### config.mk
export PLATFORM = sky130hd
export DESIGN_NAME = ddr2_read_gather_flat
export DESIGN_NICKNAME = d
export VERILOG_FILES = /design/src/rtl/ddr2_read_gather_if.sv /design/src/rtl/ddr2_read_gather.sv /design/src/flat_wrapper.sv
export SDC_FILE = /design/constraint.sdc
export NUM_CORES = 1
export LEC_CHECK = 0
export ABC_AREA = 1
export BUFFER_PORTS_ARGS = -buffer_cell sky130_fd_sc_hd__buf_2
export CAP_MARGIN = 20
export CORE_ASPECT_RATIO = 0.75
export CORE_MARGIN = 4
export CORE_UTILIZATION = 36
export CTS_BUF_LIST = sky130_fd_sc_hd__clkbuf_8
export CTS_CLUSTER_DIAMETER = 100
export DETAILED_ROUTE_END_ITERATION = 12
export GPL_TIMING_DRIVEN = 1
export SYNTH_ARGS = -nofsm -noshare
export SYNTH_HDL_FRONTEND = slang
export SYNTH_SLANG_ARGS = --single-unit
### constraint.sdc
create_clock -name clk -period 2.2 [get_ports clk]
set_input_delay 0.11 -clock clk [delete_from_list [all_inputs] [get_ports clk]]
set_output_delay 0.11 -clock clk [all_outputs]
set_load 0.02 [all_outputs]
### src/rtl/ddr2_read_gather_if.sv
// Bus bundle for ddr2_read_gather: ring-buffer side and host read-return port.
// Optional macro GATHER_PARITY_EN adds the per-beat parity vector.
interface ddr2_read_gather_if #(
    parameter int DATA_W = 16,
    parameter int BURST  = 8,
    parameter int PTR_W  = 3
);
    logic                      rb_listen;
    logic [PTR_W-1:0]          rb_read_ptr;
    logic [DATA_W-1:0]         rb_dout;
    logic [DATA_W*BURST-1:0]   rd_data;
    logic                      rd_valid;
    logic                      rd_ready;
`ifdef GATHER_PARITY_EN
    logic [BURST-1:0]          rd_parity;
`endif

    // master: the gather block; slave: ring buffer plus host read port
    modport master (
        output rb_listen,
        output rb_read_ptr,
        input  rb_dout,
        output rd_data,
        output rd_valid,
        input  rd_ready
`ifdef GATHER_PARITY_EN
        ,
        output rd_parity
`endif
    );

    modport slave (
        input  rb_listen,
        input  rb_read_ptr,
        output rb_dout,
        input  rd_data,
        input  rd_valid,
        output rd_ready
`ifdef GATHER_PARITY_EN
        ,
        input  rd_parity
`endif
    );
endinterface

### src/rtl/ddr2_read_gather.sv
// ddr2_read_gather: opens the ring-buffer listen window after a read issue,
// then walks readPtr 0..BURST-1 gathering beats into one wide word that is
// held for the host under a valid/ready handshake.
// Optional macro GATHER_PARITY_EN adds rd_parity (even parity per beat).
//
// state | meaning
// ------+-------------------------------------------------------------
// IDLE  | waiting for rd_issue
// WAIT  | listen high, counting down the CAS latency + burst window
// FETCH | one beat per cycle copied from rb_dout into rd_data
// HOLD  | rd_valid high, rd_data frozen until rd_ready
module ddr2_read_gather #(
    parameter int DATA_W   = 16,
    parameter int BURST    = 8,
    parameter int PTR_W    = 3,
    parameter int WAIT_CYC = 6
) (
    input  logic                 clk,
    input  logic                 reset,
    input  logic                 rd_issue,
    ddr2_read_gather_if.master   bus,
    output logic                 rd_busy,
    output logic                 rd_overrun
);
    localparam int CNT_W = 8;

    typedef enum logic [1:0] {
        S_IDLE  = 2'd0,
        S_WAIT  = 2'd1,
        S_FETCH = 2'd2,
        S_HOLD  = 2'd3
    } state_t;

    state_t                   state_q, state_nxt;
    logic [CNT_W-1:0]         cnt_q, cnt_nxt;
    logic                     listen_q, listen_nxt;
    logic [PTR_W-1:0]         ptr_q, ptr_nxt;
    logic [DATA_W*BURST-1:0]  data_q, data_nxt;
    logic                     valid_q, valid_nxt;
    logic                     busy_q, busy_nxt;
    logic                     overrun_q, overrun_nxt;
`ifdef GATHER_PARITY_EN
    logic [BURST-1:0]         parity_q, parity_nxt;
`endif

    // State and output registers; every output comes straight from a flop.
    always_ff @(posedge clk) begin
        if (reset) begin
            state_q   <= S_IDLE;
            cnt_q     <= '0;
            listen_q  <= 1'b0;
            ptr_q     <= '0;
            data_q    <= '0;
            valid_q   <= 1'b0;
            busy_q    <= 1'b0;
            overrun_q <= 1'b0;
`ifdef GATHER_PARITY_EN
            parity_q  <= '0;
`endif
        end else begin
            state_q   <= state_nxt;
            cnt_q     <= cnt_nxt;
            listen_q  <= listen_nxt;
            ptr_q     <= ptr_nxt;
            data_q    <= data_nxt;
            valid_q   <= valid_nxt;
            busy_q    <= busy_nxt;
            overrun_q <= overrun_nxt;
`ifdef GATHER_PARITY_EN
            parity_q  <= parity_nxt;
`endif
        end
    end

    // Next-state and next-output logic; issues outside IDLE are dropped and flagged.
    always_comb begin
        state_nxt   = state_q;
        cnt_nxt     = cnt_q;
        listen_nxt  = listen_q;
        ptr_nxt     = ptr_q;
        data_nxt    = data_q;
        valid_nxt   = valid_q;
        overrun_nxt = rd_issue && (state_q != S_IDLE);
`ifdef GATHER_PARITY_EN
        parity_nxt  = parity_q;
`endif

        case (state_q)
            S_IDLE: begin
                if (rd_issue) begin
                    state_nxt  = S_WAIT;
                    cnt_nxt    = CNT_W'(WAIT_CYC - 1);
                    listen_nxt = 1'b1;
                    ptr_nxt    = '0;
                end
            end
            S_WAIT: begin
                if (cnt_q == '0) begin
                    state_nxt  = S_FETCH;
                    listen_nxt = 1'b0;
                end else begin
                    cnt_nxt = cnt_q - 1'b1;
                end
            end
            S_FETCH: begin
                data_nxt[ptr_q*DATA_W +: DATA_W] = bus.rb_dout;
`ifdef GATHER_PARITY_EN
                parity_nxt[ptr_q] = ^bus.rb_dout;
`endif
                if (ptr_q == PTR_W'(BURST - 1)) begin
                    state_nxt = S_HOLD;
                    valid_nxt = 1'b1;
                    ptr_nxt   = '0;
                end else begin
                    ptr_nxt = ptr_q + 1'b1;
                end
            end
            S_HOLD: begin
                if (bus.rd_ready) begin
                    state_nxt = S_IDLE;
                    valid_nxt = 1'b0;
                end
            end
            default: begin
                state_nxt = S_IDLE;
            end
        endcase

        busy_nxt = (state_nxt != S_IDLE);
    end

    assign bus.rb_listen   = listen_q;
    assign bus.rb_read_ptr = ptr_q;
    assign bus.rd_data     = data_q;
    assign bus.rd_valid    = valid_q;
`ifdef GATHER_PARITY_EN
    assign bus.rd_parity   = parity_q;
`endif
    assign rd_busy         = busy_q;
    assign rd_overrun      = overrun_q;
endmodule

### src/flat_wrapper.sv
// flat-port wrapper written by rule: the top's interface ports become plain ports
module ddr2_read_gather_flat 
#(
    parameter int DATA_W   = 16,
    parameter int BURST    = 8,
    parameter int PTR_W    = 3,
    parameter int WAIT_CYC = 6
)
  (clk, reset, rd_issue, rd_busy, rd_overrun, bus_rb_listen, bus_rb_read_ptr, bus_rb_dout, bus_rd_data, bus_rd_valid, bus_rd_ready);
  ddr2_read_gather_if #(.DATA_W(DATA_W), .BURST(BURST), .PTR_W(PTR_W)) bus_i ();
  input  logic clk;
  input  logic reset;
  input  logic rd_issue;
  output logic rd_busy;
  output logic rd_overrun;
  output wire logic [$bits(bus_i.rb_listen)-1:0] bus_rb_listen;
  output wire logic [$bits(bus_i.rb_read_ptr)-1:0] bus_rb_read_ptr;
  input wire logic [$bits(bus_i.rb_dout)-1:0] bus_rb_dout;
  output wire logic [$bits(bus_i.rd_data)-1:0] bus_rd_data;
  output wire logic [$bits(bus_i.rd_valid)-1:0] bus_rd_valid;
  input wire logic [$bits(bus_i.rd_ready)-1:0] bus_rd_ready;
  assign bus_rb_listen = bus_i.rb_listen;
  assign bus_rb_read_ptr = bus_i.rb_read_ptr;
  assign bus_i.rb_dout = bus_rb_dout;
  assign bus_rd_data = bus_i.rd_data;
  assign bus_rd_valid = bus_i.rd_valid;
  assign bus_i.rd_ready = bus_rd_ready;
  ddr2_read_gather #(.DATA_W(DATA_W), .BURST(BURST), .PTR_W(PTR_W), .WAIT_CYC(WAIT_CYC)) u_core (.clk(clk), .reset(reset), .rd_issue(rd_issue), .bus(bus_i), .rd_busy(rd_busy), .rd_overrun(rd_overrun));
endmodule
# Word level (Yosys, flattened, before mapping)
# Cells that the tools add are included.
[op_classes] shift=2 eq_ne=9 mux=18 n_reduce_logical=12 addsub=3
[ops] cell="128-bit bitwise mux" count=1
[ops] cell="16-bit by 34-bit variable shift with 128-bit output (first input constant)" count=1
[ops] cell="16-bit by 34-bit variable part select with 128-bit output" count=1
[ops] cell="7-bit negation with 34-bit output" count=1
[ops] cell="8-bit 2-to-1 mux" count=2
[ops] cell="8-bit one-hot mux with 2 select lines" count=1
[ops] cell="2-bit nonzero test" count=5
[ops] cell="3-bit AND reduction" count=3
[ops] cell="8-bit zero test" count=1
[ops] cell="2-bit 2-to-1 mux" count=4
[ops] cell="2-bit one-hot mux with 4 select lines" count=1
[ops] cell="8-bit by 1-bit subtractor with 8-bit output (second input constant)" count=1
[ops] cell="3-bit 2-to-1 mux" count=2
[ops] cell="2-bit inequality test (second input constant)" count=3
[ops] cell="3-bit one-hot mux with 2 select lines" count=1
[ops] cell="2-bit == test (second input constant)" count=2
[ops] cell="1-bit 2-to-1 mux" count=4
[ops] cell="2-bit by 1-bit inequality test with 1-bit output (second input constant)" count=2
[ops] cell="1-bit one-hot mux with 2 select lines" count=2
[ops] cell="3-bit by 1-bit adder with 3-bit output (second input constant)" count=1
[ops] cell="3-bit == test (second input constant)" count=1
[ops] cell="2-bit by 1-bit == test with 1-bit output (second input constant)" count=1
[ops] cell="2-bit zero test" count=1
[ops] cell="2-bit AND reduction" count=1
[ops] cell="1-bit logical AND" count=1
[totals] out_inout_bits=135 ff_bits=145

# Depth between registers and ports, before layout
[depth] depth_word=4 ltp_mapped=11 mapped_depth_nobuf=10

# Least setup slack after synthesis
# OpenSTA, ideal clock, no wires.
[synth_timing] path_kind="reg-to-reg" from="register u_core.ptr_q[0] (netlist: u_core.bus.rb_read_ptr[0])" to="register u_core.data_q[10] (netlist: u_core.bus.rd_data[10])" path_stages_with_launch=11 t_required_ns=2.072 t_arrival_ns=2.073 synth_period_minus_slack_ns=2.201 n_path_buf=3 setup_ns=0.128 path_slack_ns=-0.001 path_cell_list="dfxtp_1 -> buf_4 -> inv_2 -> ha_1 -> ha_1 -> clkbuf_1 -> nor3_1 -> nand3_1 -> clkbuf_1 -> o21ai_0 -> a21oi_1"
[synth_via] elab_chain_cells=3
[synth_lines] item="from (decl)" line_no="ddr2_read_gather.sv:37" text="logic [PTR_W-1:0] ptr_q, ptr_nxt;"
[synth_lines] item="from (signal assigned)" line_no="ddr2_read_gather.sv:64" text="ptr_q <= ptr_nxt;"
[synth_lines] item="7-bit negation with 34-bit output *" line_no="ddr2_read_gather.sv:106" text="data_nxt[ptr_q*DATA_W +: DATA_W] = bus.rb_dout;"
[synth_lines] item="16-bit by 34-bit variable part select with 128-bit output / 16-bit by 34-bit variable shift with 128-bit output (equally long branches)" line_no="ddr2_read_gather.sv:106"
[synth_lines] item="128-bit bitwise mux *" line_no="ddr2_read_gather.sv:106"
[synth_lines] item="to (signal assigned)" line_no="ddr2_read_gather.sv:65" text="data_q <= data_nxt;"
[synth_lines] item="to (decl)" line_no="ddr2_read_gather.sv:38" text="logic [DATA_W*BURST-1:0] data_q, data_nxt;"
# Mark *: on every way between the ends. The rest lies on a longest branch, timed or not.
# A chain may end at the register's enable or synchronous reset.

# Worst setup path after layout
[layout_timing] from="register u_core.ptr_q[0] (netlist: u_core.bus.rb_read_ptr[0])" to="register u_core.data_q[74] (netlist: u_core.bus.rd_data[74])"
# The elaborated chain is that of the path after synthesis.

==> run_results.csv <==
group,metric,value,unit
detailed_routing,routed_via_density,5.05,
clock_tree,cts_root_buf,"clkbuf_8",
floorplanning,die_width,157,um
floorplanning,die_h,119,um
global_route,grt_usage,0.197,
setup_path,crit_path_start,"u_core.bus.rb_read_ptr[0]",
global_route,grt-ovfl-total,0,
setup_path,cp_data_arrival_time,2.34,ns
detailed_routing,firstDrtPassIters,5,
yosys,ys_seq_elements,145,
min_path,hold_class,"input pin to flip-flop",
detailed_routing,final_antenna_net_count,0,
sta,hold_viol,0,
yosys,synthesis.instances,755,
clock_tree,ctsHtreeMaxLevel,4,
floorplanning,rows,40,
placed_design,dpl.hpwl,12900,um
yosys,async_flop_share,0,
setup_path,required,2.55,ns
global_route,grt_pass1_wl,28800,um
sta,finalSetupViolCount,0,
run_status,status,"finished, final reports clean",
clock_tree,clk_pin_slew,0.09,ns
global_route,grt_antenna_before_repair,0,
finish,layout.area.seq,2910,um2
sta,maxSlewHeadroom,0.598,
global_route,grt_max_degree,65,
clock_tree,cts.path.max_buffers,2,
finish,final_nets,922,
yosys,ys.flop_type,"dfxtp_1",
finish,drive_gt1_frac,0.251,
floorplanning,io_pins,155,
floorplanning,die_area,18700,um2
finish,area_growth_syn_to_layout,23.8,%
clock_tree,tritoncts,"built",
setup_path,reg2reg_slack,0.21,ns
finish,diodes,0,
detailed_routing,wirelength,18400,um
placed_design,portBuffers,154,
flow_run,drv_cap,0,
yosys,synthTopCellsByCount,"dfxtp_1 (145), o21ai_0 (123), nor2_1 (116)",
yosys,yosysMostFrequentCell,"dfxtp_1",
pwr,power.density,760,nW/um2
clock_tree,numCtsBuffers,17,
setup_path,reg2regPathDepth,9,
finish,nFillCells,1623,
setup_path,crit_end,"u_core.bus.rd_data[74]",
yosys,synth_top_area_frac,0.487,
sta,drv_slew,0,
sta,hold_slack,0.0427,ns
setup_path,max_stage_delay,0.40,ns
sta,max_freq,0.502,GHz
yosys,synth_edf_count,0,
yosys,yosys_warnings,0,
setup_path,end_kind,"flip-flop",
setup_path,slowest_stage,"ha_2",
sta,rsz0062_at_grt,"no",
setup_path,crit_path_start_kind,"flip-flop",
sta,tightestPinTransition,0.602,ns
clock_tree,clock_sinks,145,
setup_path,path_class,"flip-flop to flip-flop",
yosys,ys_types,29,
setup_path,r2r-end,"u_core.bus.rd_data[74]",
floorplanning,start_util,0.370,
placed_design,routabilityCongestion,0.863,
yosys,synth.area.top_cells,"dfxtp_1 (49%), o21ai_0 (10%), nor2_1 (7.3%), o211a_1 (7.1%), nand3_1 (4.9%)",
yosys,synth_area_per_cell,7.89,um2
sta,clock_skew,0.0132,ns
setup_path,crit_chain,"inv_2 -> ha_1 -> ha_2 -> nand3_2 -> nor2_4 -> nand2_2 -> buf_4 -> o21ai_0 -> nor2_1",
yosys,yosysSeqAreaShare,0.487,
detailed_routing,wire_per_inst,16.4,um
floorplanning,core,16100,um2
pwr,p_leak,0.00359,uW
clock_tree,cts_setup_buffers,0,
setup_path,reg2reg_from,"u_core.bus.rb_read_ptr[0]",
pwr,ir_drop,0.335,mV
clock_tree,clock_latency,0.45,ns
finish,multi_input_area,2570,um2
sta,finalCritPeriodShare,0.905,
global_route,grt_pass1_vias,5183,
sta,min_period,1.99,ns
detailed_routing,vias,5646,
yosys,syn_nets,781,
yosys,synth_area_leader_cell,"dfxtp_1",
detailed_routing,drt_iter0_drc,500,
sta,fin_tns_setup,0,ns
setup_path,cp_max_fo,9,
detailed_routing,drc,0,
yosys,netlist_area,5960,um2
==> power breakdown <==
group	leakage (uW)	internal (uW)	switching, uW
Clock	0.000200	1070	1040
Sequential	0.00117	2700	51.3
Combinational	0.00222	217	529
Total	0.00359	3980	1620
==> worst min path at each step <==
stage / cells after the start / to / from
after floorplan: 2 / u_core.rd_overrun / rd_issue
after global placement: 3 / u_core.rd_overrun / rd_issue
final: 3 / u_core.bus.rd_data[0] / bus_rb_dout[0]
after detailed placement: 3 / u_core.rd_overrun / rd_issue
after global routing: 3 / u_core.bus.rd_data[6] / bus_rb_dout[6]
after CTS: 4 / u_core.bus.rd_valid / bus_rd_ready
==> metal layers <==
layer / track usage / vias up / part of all wire
met4: 0.0520 / 0 / 0.015
met5: 0 / - / 0
met3: 0.0556 / 22 / 0.065
met2: 0.274 / 178 / 0.42
met1: 0.295 / 2630 / 0.50
li1: - / 2816 / -
==> per-stage QoR <==
step	setup slack, ns	instance area, um2	util	power (uW)	std cells
after floorplan	0.0900	5960	-	3310	755
after global placement	0.200	6940	0.430	3550	1084
after detailed placement	0.106	6940	0.430	3550	1084
after CTS	0.101	7350	0.456	5660	1118
after global routing	0.0390	7370	0.457	5890	1119
final	0.208	7370	0.457	5600	1119
==> cell type report <==
| cell class | instances | share of cell area |
|---|---|---|
| inverters | 63 | 0.0321 |
| repair buffers | 177 | 0.136 |
| clock inverters | 13 | 0.0185 |
| clock buffers | 19 | 0.0355 |
| flip-flops and latches | 145 | 0.394 |
| well taps | 210 | 0.0356 |
| multi-input cells | 492 | 0.348 |
==> layout by cell type (no fill, tap or decap), types with 19 or more instances in the layout <==
cell,netlist,routed
a21oi_1,53,53
nor2_1,116,115
nand3_1,58,58
inv_1,58,58
o21ai_0,123,123
clkbuf_8,0,19
nand2_1,60,59
o211a_1,42,42
buf_2,17,155
dfxtp_1,145,143
==> worst max-delay path: cells and delay by family (launching register included) <==
family	cells	cell delay, ns
adders and majority gates	2	0.62
AOI/OAI and AO/OA	1	0.16
DFF	1	0.34
buffers and inverters	2	0.26
and+or+nand+nor	4	0.50
==> logic make-up (layout without fill, tap and decap cells) <==
group / after synthesis / after routing / share of synthesized area
AOI/OAI and AO/OA: 227 / 227 / 0.226
buffers and inverters: 118 / 272 / 0.0826
adders and majority gates: 6 / 6 / 0.0126
xor gates and xnor gates: 1 / 1 / 0.00147
and+or+nand+nor: 258 / 258 / 0.189
DFF: 145 / 145 / 0.487
==> sequential cells by signal, summed over array words and instances (netlist names) <==
| register | cells |
|---|---|
| u_core.rd_overrun | 1 |
| u_core.rd_busy | 1 |
| u_core.state_q | 2 |
| u_core.cnt_q | 8 |
| u_core.bus.rd_data | 128 |
| u_core.bus.rb_read_ptr | 3 |
| u_core.bus.rb_listen | 1 |
| u_core.bus.rd_valid | 1 |
==> what timing repair did <==
action / in CTS / in global routing
hold buffers: 2 / 0
gates resized for setup: 0 / 5
endpoints found under the hold margin: 2 / 0
endpoints found under the setup margin: 0 / 28
Power figures use the tool's default switching activity.
